**src/rtl/cpu_pkg.sv**
```systemverilog
// Shared types and default widths for the 8-bit CPU fetch path.
// The return stack in fetch_ctrl is compiled in only when FETCH_RAS_EN is defined.
package cpu_pkg;

   localparam int PC_W_DEF      = 8;
   localparam int INSTR_W_DEF   = 8;
   localparam int RAS_DEPTH_DEF = 4;

   typedef enum logic [1:0] {
      ST_FETCH = 2'd0,
      ST_WAIT  = 2'd1,
      ST_HOLD  = 2'd2,
      ST_HALT  = 2'd3
   } fetch_state_t;

endpackage

```
**src/rtl/ret_stack.sv**
```systemverilog
// Circular return-address stack: a push onto a full stack overwrites the oldest entry,
// and a pop from an empty stack is refused. Both cases set the sticky err flag.
module ret_stack #(
   parameter int W     = 8,
   parameter int DEPTH = 4
) (
   input  logic         clk,
   input  logic         reset,
   input  logic         push,
   input  logic         pop,
   input  logic [W-1:0] push_data,
   output logic [W-1:0] top,
   output logic         full,
   output logic         empty,
   output logic         err
);

   localparam int PTR_W = (DEPTH > 1) ? $clog2(DEPTH) : 1;
   localparam int CNT_W = $clog2(DEPTH + 1);
   localparam logic [PTR_W-1:0] LAST = PTR_W'(DEPTH - 1);

   logic [W-1:0]     mem [DEPTH];
   logic [PTR_W-1:0] ptr;          // next free slot; when full this is also the oldest
   logic [PTR_W-1:0] ptr_inc;
   logic [PTR_W-1:0] ptr_dec;
   logic [CNT_W-1:0] count;

   assign ptr_inc = (ptr == LAST) ? '0 : ptr + 1'b1;
   assign ptr_dec = (ptr == '0) ? LAST : ptr - 1'b1;
   assign full    = (count == CNT_W'(DEPTH));
   assign empty   = (count == '0);
   assign top     = mem[ptr_dec];

   always_ff @(posedge clk) begin
      if (push) begin
         mem[ptr] <= push_data;
      end
   end

   always_ff @(posedge clk) begin
      if (reset) begin
         ptr   <= '0;
         count <= '0;
         err   <= 1'b0;
      end else if (push) begin
         ptr <= ptr_inc;
         if (full) begin
            err <= 1'b1;
         end else begin
            count <= count + 1'b1;
         end
      end else if (pop) begin
         if (empty) begin
            err <= 1'b1;
         end else begin
            ptr   <= ptr_dec;
            count <= count - 1'b1;
         end
      end
   end

endmodule

```
**src/rtl/fetch_ctrl.sv**
```systemverilog
// Instruction-fetch sequencer: reads imem at pc, bumps pc, holds the instruction for decode
// and applies halt/ret/call/jump on accept. Define FETCH_RAS_EN to build in the return stack.
//
// state    | meaning
// ST_FETCH | issue imem read at pc_in
// ST_WAIT  | read outstanding; on data, latch instr and write pc+1
// ST_HOLD  | instr offered to decode; on accept apply redirect
// ST_HALT  | stopped until reset
module fetch_ctrl
   import cpu_pkg::*;
#(
   parameter int PC_W      = PC_W_DEF,
   parameter int INSTR_W   = INSTR_W_DEF,
   parameter int RAS_DEPTH = RAS_DEPTH_DEF
) (
   input  logic               clk,
   input  logic               reset,
   input  logic [PC_W-1:0]    pc_in,
   output logic               pc_write,
   output logic [PC_W-1:0]    next_pc,
   output logic               imem_req,
   output logic [PC_W-1:0]    imem_addr,
   input  logic               imem_valid,
   input  logic [INSTR_W-1:0] imem_data,
   output logic               instr_valid,
   output logic [INSTR_W-1:0] instr,
   input  logic               instr_ready,
   input  logic               jump_valid,
   input  logic [PC_W-1:0]    jump_target,
   input  logic               call_valid,
   input  logic               ret_valid,
   input  logic               halt,
   output logic               halted,
   output logic               stack_err
);

   fetch_state_t state;

   // Reset gates the combinational strobes so a late imem_valid during reset is discarded.
   assign imem_req  = (state == ST_FETCH) && !reset;
   assign imem_addr = imem_req ? pc_in : '0;

`ifdef FETCH_RAS_EN
   logic            stk_push;
   logic            stk_pop;
   logic [PC_W-1:0] stk_top;
   logic            stk_empty;
   logic            stk_full_unused;
   logic            stk_err;

   ret_stack #(
      .W     (PC_W),
      .DEPTH (RAS_DEPTH)
   ) u_ret_stack (
      .clk       (clk),
      .reset     (reset),
      .push      (stk_push),
      .pop       (stk_pop),
      .push_data (pc_in),
      .top       (stk_top),
      .full      (stk_full_unused),
      .empty     (stk_empty),
      .err       (stk_err)
   );

   assign stack_err = stk_err;
`else
   localparam int unused_ras_depth = RAS_DEPTH;
   logic unused_ret;

   assign unused_ret = ret_valid;
   assign stack_err  = 1'b0;
`endif

   always_comb begin
      pc_write = 1'b0;
      next_pc  = '0;
`ifdef FETCH_RAS_EN
      stk_push = 1'b0;
      stk_pop  = 1'b0;
`endif
      if (!reset) begin
         case (state)
            ST_WAIT: begin
               if (imem_valid) begin
                  pc_write = 1'b1;
                  next_pc  = pc_in + 1'b1;
               end
            end
            ST_HOLD: begin
               if (instr_ready && !halt) begin
`ifdef FETCH_RAS_EN
                  if (ret_valid) begin
                     pc_write = 1'b1;
                     next_pc  = stk_empty ? '0 : stk_top;
                     stk_pop  = 1'b1;
                  end else if (call_valid) begin
                     // pc_in has already been bumped past the call, so it is the return address
                     pc_write = 1'b1;
                     next_pc  = jump_target;
                     stk_push = 1'b1;
                  end else if (jump_valid) begin
                     pc_write = 1'b1;
                     next_pc  = jump_target;
                  end
`else
                  if (call_valid || jump_valid) begin
                     pc_write = 1'b1;
                     next_pc  = jump_target;
                  end
`endif
               end
            end
            default: begin
            end
         endcase
      end
   end

   always_ff @(posedge clk) begin
      if (reset) begin
         state       <= ST_FETCH;
         instr       <= '0;
         instr_valid <= 1'b0;
         halted      <= 1'b0;
      end else begin
         case (state)
            ST_FETCH: state <= ST_WAIT;
            ST_WAIT: begin
               if (imem_valid) begin
                  instr       <= imem_data;
                  instr_valid <= 1'b1;
                  state       <= ST_HOLD;
               end
            end
            ST_HOLD: begin
               if (instr_ready) begin
                  instr_valid <= 1'b0;
                  if (halt) begin
                     halted <= 1'b1;
                     state  <= ST_HALT;
                  end else begin
                     state <= ST_FETCH;
                  end
               end
            end
            ST_HALT: state <= ST_HALT;
            default: state <= ST_FETCH;
         endcase
      end
   end

endmodule

```
**config.mk**
```make
export PLATFORM = sky130hd
export DESIGN_NAME = fetch_ctrl
export DESIGN_NICKNAME = d
export VERILOG_FILES = /design/src/rtl/cpu_pkg.sv /design/src/rtl/ret_stack.sv /design/src/rtl/fetch_ctrl.sv
export SDC_FILE = /design/constraint.sdc
export NUM_CORES = 1
export LEC_CHECK = 0
export ABC_AREA = 1
export CAP_MARGIN = 15
export CORE_UTILIZATION = 34
export DETAILED_ROUTE_END_ITERATION = 12
export GPL_TIMING_DRIVEN = 0
export PLACE_DENSITY = 0.83
export SLEW_MARGIN = 25
export SYNTH_ARGS = -nofsm -noshare
export SYNTH_HDL_FRONTEND = slang
export SYNTH_HIERARCHICAL = 1
export SYNTH_SLANG_ARGS = --single-unit
```
**constraint.sdc**
```tcl
create_clock -name clk -period 2 [get_ports clk]
set_clock_uncertainty 0.1 [all_clocks]
set_input_delay 0.5 -clock clk [delete_from_list [all_inputs] [get_ports clk]]
set_output_delay 0.5 -clock clk [all_outputs]
set_load 0.01 [all_outputs]
```
==> results of run 1 <==
registers in the layout, summed over array words and instances, names as in the netlist:
signal / count
state: 2
instr: 8
instr_valid: 1
halted: 1
worst reg2reg max path: cells and delay by family, from the launching register on:
kind,cells,cell delay [ns]
AOI/OAI and AO/OA,2,0.48
and+or+nand+nor,2,0.11
adders and majority gates,1,0.13
buffers and inverters,4,0.34
DFF,1,0.37
metrics by stage:
step / utilization [%] / cells / cell area [sq um] / hold slack (ns) / worst slack [ns]
final: 75.8 / 251 / 1720 / 0.391 / -0.256
after global routing: 75.8 / 251 / 1720 / 0.414 / -0.287
after CTS: 74.4 / 250 / 1690 / 0.384 / -0.143
after detailed placement: 64.4 / 228 / 1470 / 0.371 / -0.901
after global placement: 64.4 / 228 / 1470 / 0.353 / -0.859
after floorplan: - / 142 / 850 / 0.368 / 0.110
report_power, final:
group / switching (mW) / total [mW] / internal [mW]
clock network: 0.0768 / 0.187 / 0.111
logic: 0.522 / 1.04 / 0.515
registers: 0.0561 / 0.374 / 0.318
total: 0.654 / 1.60 / 0.943
kinds of logic (layout without fill, tap and decap cells):
kind of cell	Yosys count	in the layout	synth area share [%]
compound gates	27	27	16.6
fa+ha+maj	6	6	8.84
buf+inv	22	102	10.3
flops	12	12	28.3
other cells	1	1	0.441
simple gates	74	75	35.5
worst max path at each step:
| stage | slack, ns | cells after the start | endpoint |
|---|---|---|---|
| final | -0.26 | 8 | next_pc[2] |
| after global routing | -0.29 | 8 | next_pc[5] |
| after detailed placement | -0.90 | 8 | next_pc[6] |
| after floorplan | 0.11 | 6 | next_pc[4] |
| after CTS | -0.14 | 8 | next_pc[2] |
| after global placement | -0.86 | 8 | next_pc[6] |
layer usage:
| layer | GRT usage, % | part of all wire (%) |
|---|---|---|
| met5 | 0 | 0 |
| met4 | 18.5 | 5.8 |
| met3 | 4.97 | 7.8 |
| met2 | 49.8 | 50 |
| met1 | 25.3 | 36 |
repair_timing:
item	in CTS	in global routing
setup buffers	17	2
gates resized for setup	113	11
endpoints found under the setup margin	18	18
pin swaps	14	6
cloned	1	0
layout make-up:
class                   count  area [sq um]
plain buffers               4          36.3
clock buffers               4          36.3
fillers                   158           552
inverters                  18          77.6
multi-input cells         109           634
flip-flops and latches     12           248
well taps                  28          35.0
repair buffers             76           657
Yosys cell counts:
cell type / instances / area share [%]
a21o_2: 1 / 1.0
a21oi_1: 11 / 6.5
buf_2: 1 / 0.59
buf_4: 1 / 0.88
clkbuf_1: 2 / 0.88
conb_1: 1 / 0.44
dfxtp_1: 12 / 28
ha_1: 6 / 8.8
inv_1: 18 / 8.0
nand2_1: 30 / 13
nand2_2: 1 / 0.74
nand3_1: 5 / 2.9
nor2_1: 35 / 15
nor3_1: 2 / 1.2
nor3_4: 1 / 1.9
o211ai_1: 1 / 0.88
o21ai_0: 14 / 8.2
==> impl_metrics.tcl, run 1 <==
set metrics [dict create \
    violations "negative setup slack" \
    core_area_sq_um 2280 \
    io_pins 61 \
    cts_tree "done" \
    antenna_found_initial 0 \
    required_ns 1.40 \
    htree_num_levels 1 \
    grt_use_total_pct 26.5 \
    slowest_stage "clkdlybuf4s15_1" \
    slew_viol_final 0 \
    ys_ff_latch 12 \
    die_x_microns 52.0 \
    grt_max_degree 11 \
    rows 17 \
    wire_per_inst_microns 14.5 \
    mostFrequentLayoutCells "31 x nor2_1, 27 x clkdlybuf4s50_1, 23 x nand2_1" \
    clock_path_buffers 2 \
    ys_seq_area_share_pct 28.3 \
    min-delay-start "instr[0]$_SDFFE_PP0N_" \
    clk_latency_ns 0.27 \
    fp.dieH_microns 52.0 \
    rr_endpoint "state[1]$_SDFFE_PP0P_" \
    path_cells "clkdlybuf4s15_1 > ha_2 > nand2_2 > inv_2 > nor2_1 > o21ai_0 > a21oi_2 > buf_2" \
    mappedNetlistArea_sq_um 850 \
    drv_cap 0 \
    dieArea_sq_um 2700 \
    arrival_ns 1.66 \
    cts_made_buffers 3 \
    vias 1306 \
    slowest_delay_ns 0.21 \
    rrSetupSlack_ns 0.35 \
    final_common_cell "nor2_1" \
    min_to "instr[0]$_SDFFE_PP0N_" \
    cts.reportedPaths.clkPinSlew_ns 0.07 \
    synthCells 142 \
    p_leak_nw 0.812 \
    grt_pass1_vias 1249 \
    tns_ns -1.93 \
    num_antenna_cells 0 \
    syn_avg_cell_area_sq_um 5.98 \
    startpoint "pc_in[0]" \
    final_nets 262 \
    initial_utilization_pct 37.3 \
    hold_class "reg -> reg" \
    detail_route.vias_per_cell 5.20 \
    hold_depth 2 \
    ys_types 17 \
    gp_congestion 0.791 \
    drt_iter0_markers 25 \
    fin_crit_sh_pct 113 \
    ir_drop_mv 0.610 \
    drive_gt1_share_pct 30.9 \
    worstSetupStartpointType "input port" \
    ant_nets 0 \
    clk_root_buffer_cell "clkbuf_4" \
    status "finished with violations" \
    hold_viol_final 0 \
    crit_family "buffers and inverters" \
    ctsHoldBuffers 0 \
    worstPathMaxFanout 3 \
    worst_slack_ns -0.256 \
    setup_viol 10 \
    crit_buf_inv 3 \
    io_buffers 58 \
    drc 0 \
    power_mw 1.60 \
    dr.pass1.iters 4 \
    rsz0062_at_grt "yes" \
    worstSetupEndpointType "output port" \
    grt_pass1_wl_microns 5260 \
    ys_warn_count 6 \
    areaGrowthSynthToFinish_pct 103 \
    synth_fp_nets 180 \
    grt_overflow 0 \
    criticalPathCategory "in -> out" \
    max_freq_ghz 0.443 \
    fin_crit_ns 2.26 \
    r2r_start "state[1]$_SDFFE_PP0P_" \
    routed_wirelength_microns 3630 \
    power_per_cell_area_nw_per_um2 927 \
    r2r_cells 9 \
    clkSinkCount 12 \
    dp_hpwl_microns 2060 \
]
Power figures use the tool's default switching activity.
==> inputs of run 2 (changes only) <==
Settings changed: CTS_BUF_LIST set to sky130_fd_sc_hd__clkbuf_16, SYNTH_HIERARCHICAL 1 to not set.
==> run 2 against run 1 <==
The flow still finishes with violations (negative setup slack). Non-clock buffer count is 3 lower. Fmax increased by 5.5%. Die area did not move. Worst setup slack better by 0.12 ns. Combinational power hardly changed. First-iteration DRC count is 40% lower. Sequential share of layout area shrank 0.42 points. Register-to-register slack worse by 0.07 ns. Cell area grew 3.0%. Clock power grew 93%. Routed wire length fell by 2.1%. Utilization up 2.3 points.
==> impl_metrics.tcl, run 2 <==
set metrics [dict create \
    cts_made_buffers 3 \
    place_ws_ns -0.901 \
    worst_slack_ns -0.140 \
    clkSinkCount 12 \
    detail_route.vias_per_cell 5.08 \
    ys_types 17 \
    r2r_cells 9 \
    dp_hpwl_microns 2060 \
    dp.cells 228 \
    yosysTopAreaCell "dfxtp_1" \
    criticalPathCategory "reg -> out" \
    fin_crit_ns 2.14 \
    largest_reg_flops 8 \
    slowest_delay_ns 0.36 \
    rsz0062_at_grt "yes" \
    status "finished with violations" \
    initial_utilization_pct 37.3 \
    routed_wirelength_microns 3560 \
    startpoint "state[0]$_SDFFE_PP0P_" \
    die_x_microns 52.0 \
    rows 17 \
    worstSetupStartpointType "flop" \
    final_common_cell "nor2_1" \
    clk_root_buffer_cell "clkbuf_16" \
    crit_family "buffers and inverters" \
    mappedNetlistArea_sq_um 850 \
    path_cells "inv_4 > ha_4 > nand2_4 > nor3_4 > buf_6 > nand2_1 > a21oi_1 > buf_2" \
    violations "negative setup slack" \
    slowest_stage "dfxtp_4" \
    tns_ns -1.01 \
    worstPathMaxFanout 8 \
    htree_num_levels 1 \
    max_freq_ghz 0.467 \
    clock_path_buffers 2 \
    num_antenna_cells 0 \
    fin_crit_sh_pct 107 \
    grt_overflow 0 \
    crit_cells 8 \
    crit_end "next_pc[4]" \
    drt_iter0_markers 15 \
    ys_seq_area_share_pct 28.3 \
    core_area_sq_um 2280 \
    ys_ff_latch 12 \
    rr_endpoint "state[1]$_SDFFE_PP0P_" \
    grt_max_degree 11 \
    io_pins 61 \
    r2r_start "state[0]$_SDFFE_PP0P_" \
    fp.dieH_microns 52.0 \
    synthCells 142 \
    dieArea_sq_um 2700 \
    arrival_ns 1.54 \
    clk_latency_ns 0.24 \
    synth_edf_count 0 \
    hold_viol_final 0 \
    io_buffers 58 \
    ir_drop_mv 0.920 \
    drc 0 \
    fin_area_sq_um 1780 \
    ys_top_cells_by_count "35 x nor2_1, 30 x nand2_1, 18 x inv_1, 14 x o21ai_0, 12 x dfxtp_1" \
    drive_gt1_share_pct 31.8 \
    grt_pass1_wl_microns 5060 \
    grt_pass1_vias 1211 \
    vias 1259 \
    areaGrowthSynthToFinish_pct 109 \
    async_flop_share_pct 0 \
    hold_class "reg -> reg" \
    syn_avg_cell_area_sq_um 5.98 \
    gp_congestion 0.791 \
    antenna_found_initial 0 \
    yosys.area.top_type_share_pct 28.3 \
    synth_fp_nets 180 \
    largestRegisters "instr (8), state (2)" \
    mostFrequentLayoutCells "31 x nor2_1, 26 x clkdlybuf4s50_1, 22 x nand2_1" \
    ys_warn_count 0 \
    final_nets 259 \
    synthTopCellsByArea "dfxtp_1 28%, nor2_1 15%, nand2_1 13%, ha_1 8.8%, o21ai_0 8.2%" \
    worstSetupEndpointType "output port" \
    wire_per_inst_microns 14.3 \
    dr.pass1.iters 4 \
    rrSetupSlack_ns 0.28 \
    largest_register "instr" \
    post_dp_cell_area_sq_um 1470 \
    synth_most_common_cell "nor2_1" \
    crit_buf_inv 3 \
    slew_viol_final 0 \
    power_mw 1.76 \
    ant_nets 0 \
    ys.flop_type "dfxtp_1" \
    setup_viol 14 \
    fin_cells 248 \
    cts_tree "done" \
    p_leak_nw 0.820 \
    required_ns 1.40 \
    grt_use_total_pct 25.3 \
    cts.reportedPaths.clkPinSlew_ns 0.04 \
    drv_cap 0 \
    power_per_cell_area_nw_per_um2 991 \
]
==> run 2: cell counts after synthesis <==
Identical to the previous run, type by type.
==> run 2: kinds of logic after synthesis <==
| kind of cell | synth area share (%) |
|---|---|
| AND/OR/NAND/NOR | 35.5 |
| adder cells (fa/ha/maj) | 8.84 |
| AO/OA/AOI/OAI | 16.6 |
| buffers and inverters | 10.3 |
| other | 0.441 |
| flip-flops | 28.3 |
==> run 2: repair_timing <==
action | 4_1_cts | 5_1_grt
resized for setup | 131 | 9
hold buffers | 0 | 0
cloned | 1 | 0
pin swaps | 18 | 3
endpoints found under the setup margin | 18 | 17
setup buffers | 13 | 3
==> run 2: layout make-up <==
type,instances,area (sq um)
multi-input combinational,109,653
timing repair buffer,73,648
fill,148,499
sequential,12,248
inverter,18,77.6
clock buffer,3,75.1
buffer,4,36.3
tap,28,35.0
clock inverter,1,3.75
==> run 2: worst register-to-register path, cell delays in order (launching register included) <==
cell	delay, ns
dfxtp_4	0.36
inv_4	0.07
ha_4	0.14
buf_4	0.10
buf_4	0.10
inv_1	0.04
o21ai_0	0.39
o21ai_0	0.16
nand2_1	0.08
nor2_1	0.05
==> run 2: worst min-delay path by stage <==
stage                             to  cells past startpoint  slack, ns                   from
6_report       instr[3]$_SDFFE_PP0N_                      2       0.38  instr[3]$_SDFFE_PP0N_
5_1_grt        instr[6]$_SDFFE_PP0N_                      2       0.41  instr[6]$_SDFFE_PP0N_
4_1_cts          halted$_SDFFE_PP0P_                      2       0.38    halted$_SDFFE_PP0P_
3_5_place_dp     halted$_SDFFE_PP0P_                      2       0.37    halted$_SDFFE_PP0P_
3_3_place_gp     halted$_SDFFE_PP0P_                      2       0.35    halted$_SDFFE_PP0P_
2_1_floorplan    halted$_SDFFE_PP0P_                      2       0.37    halted$_SDFFE_PP0P_
==> run 2: metal layers <==
layer | up-vias | GRT usage (%) | part of all wire, %
met5 | - | 0 | 0
li1 | 603 | - | -
met2 | 57 | 50.2 | 53
met3 | 8 | 3.51 | 6.5
met1 | 591 | 23.5 | 39
met4 | 0 | 15.3 | 2.3
==> run 2: per-stage QoR <==
stage / hold WS [ns] / util (%)
5_1_grt: 0.408 / 78.1
2_1_floorplan: 0.368 / -
4_1_cts: 0.379 / 76.1
3_5_place_dp: 0.371 / 64.4
3_3_place_gp: 0.353 / 64.4
6_report: 0.384 / 78.1
==> run 2: power breakdown <==
group          leakage, nW  switching [mW]  internal [mW]
sequential          0.0996          0.0626          0.320
clock               0.0385          0.0977          0.263
combinational        0.682           0.523          0.494
total                0.820           0.684           1.08
==> inputs of run 3 (changes only) <==
Settings changed: SYNTH_HIERARCHICAL set to 1.
==> results of run 3 <==
Final layout, timing and power as in run 2 (identical DEF).
Among the figures that moved: Yosys warning count 0 -> 6
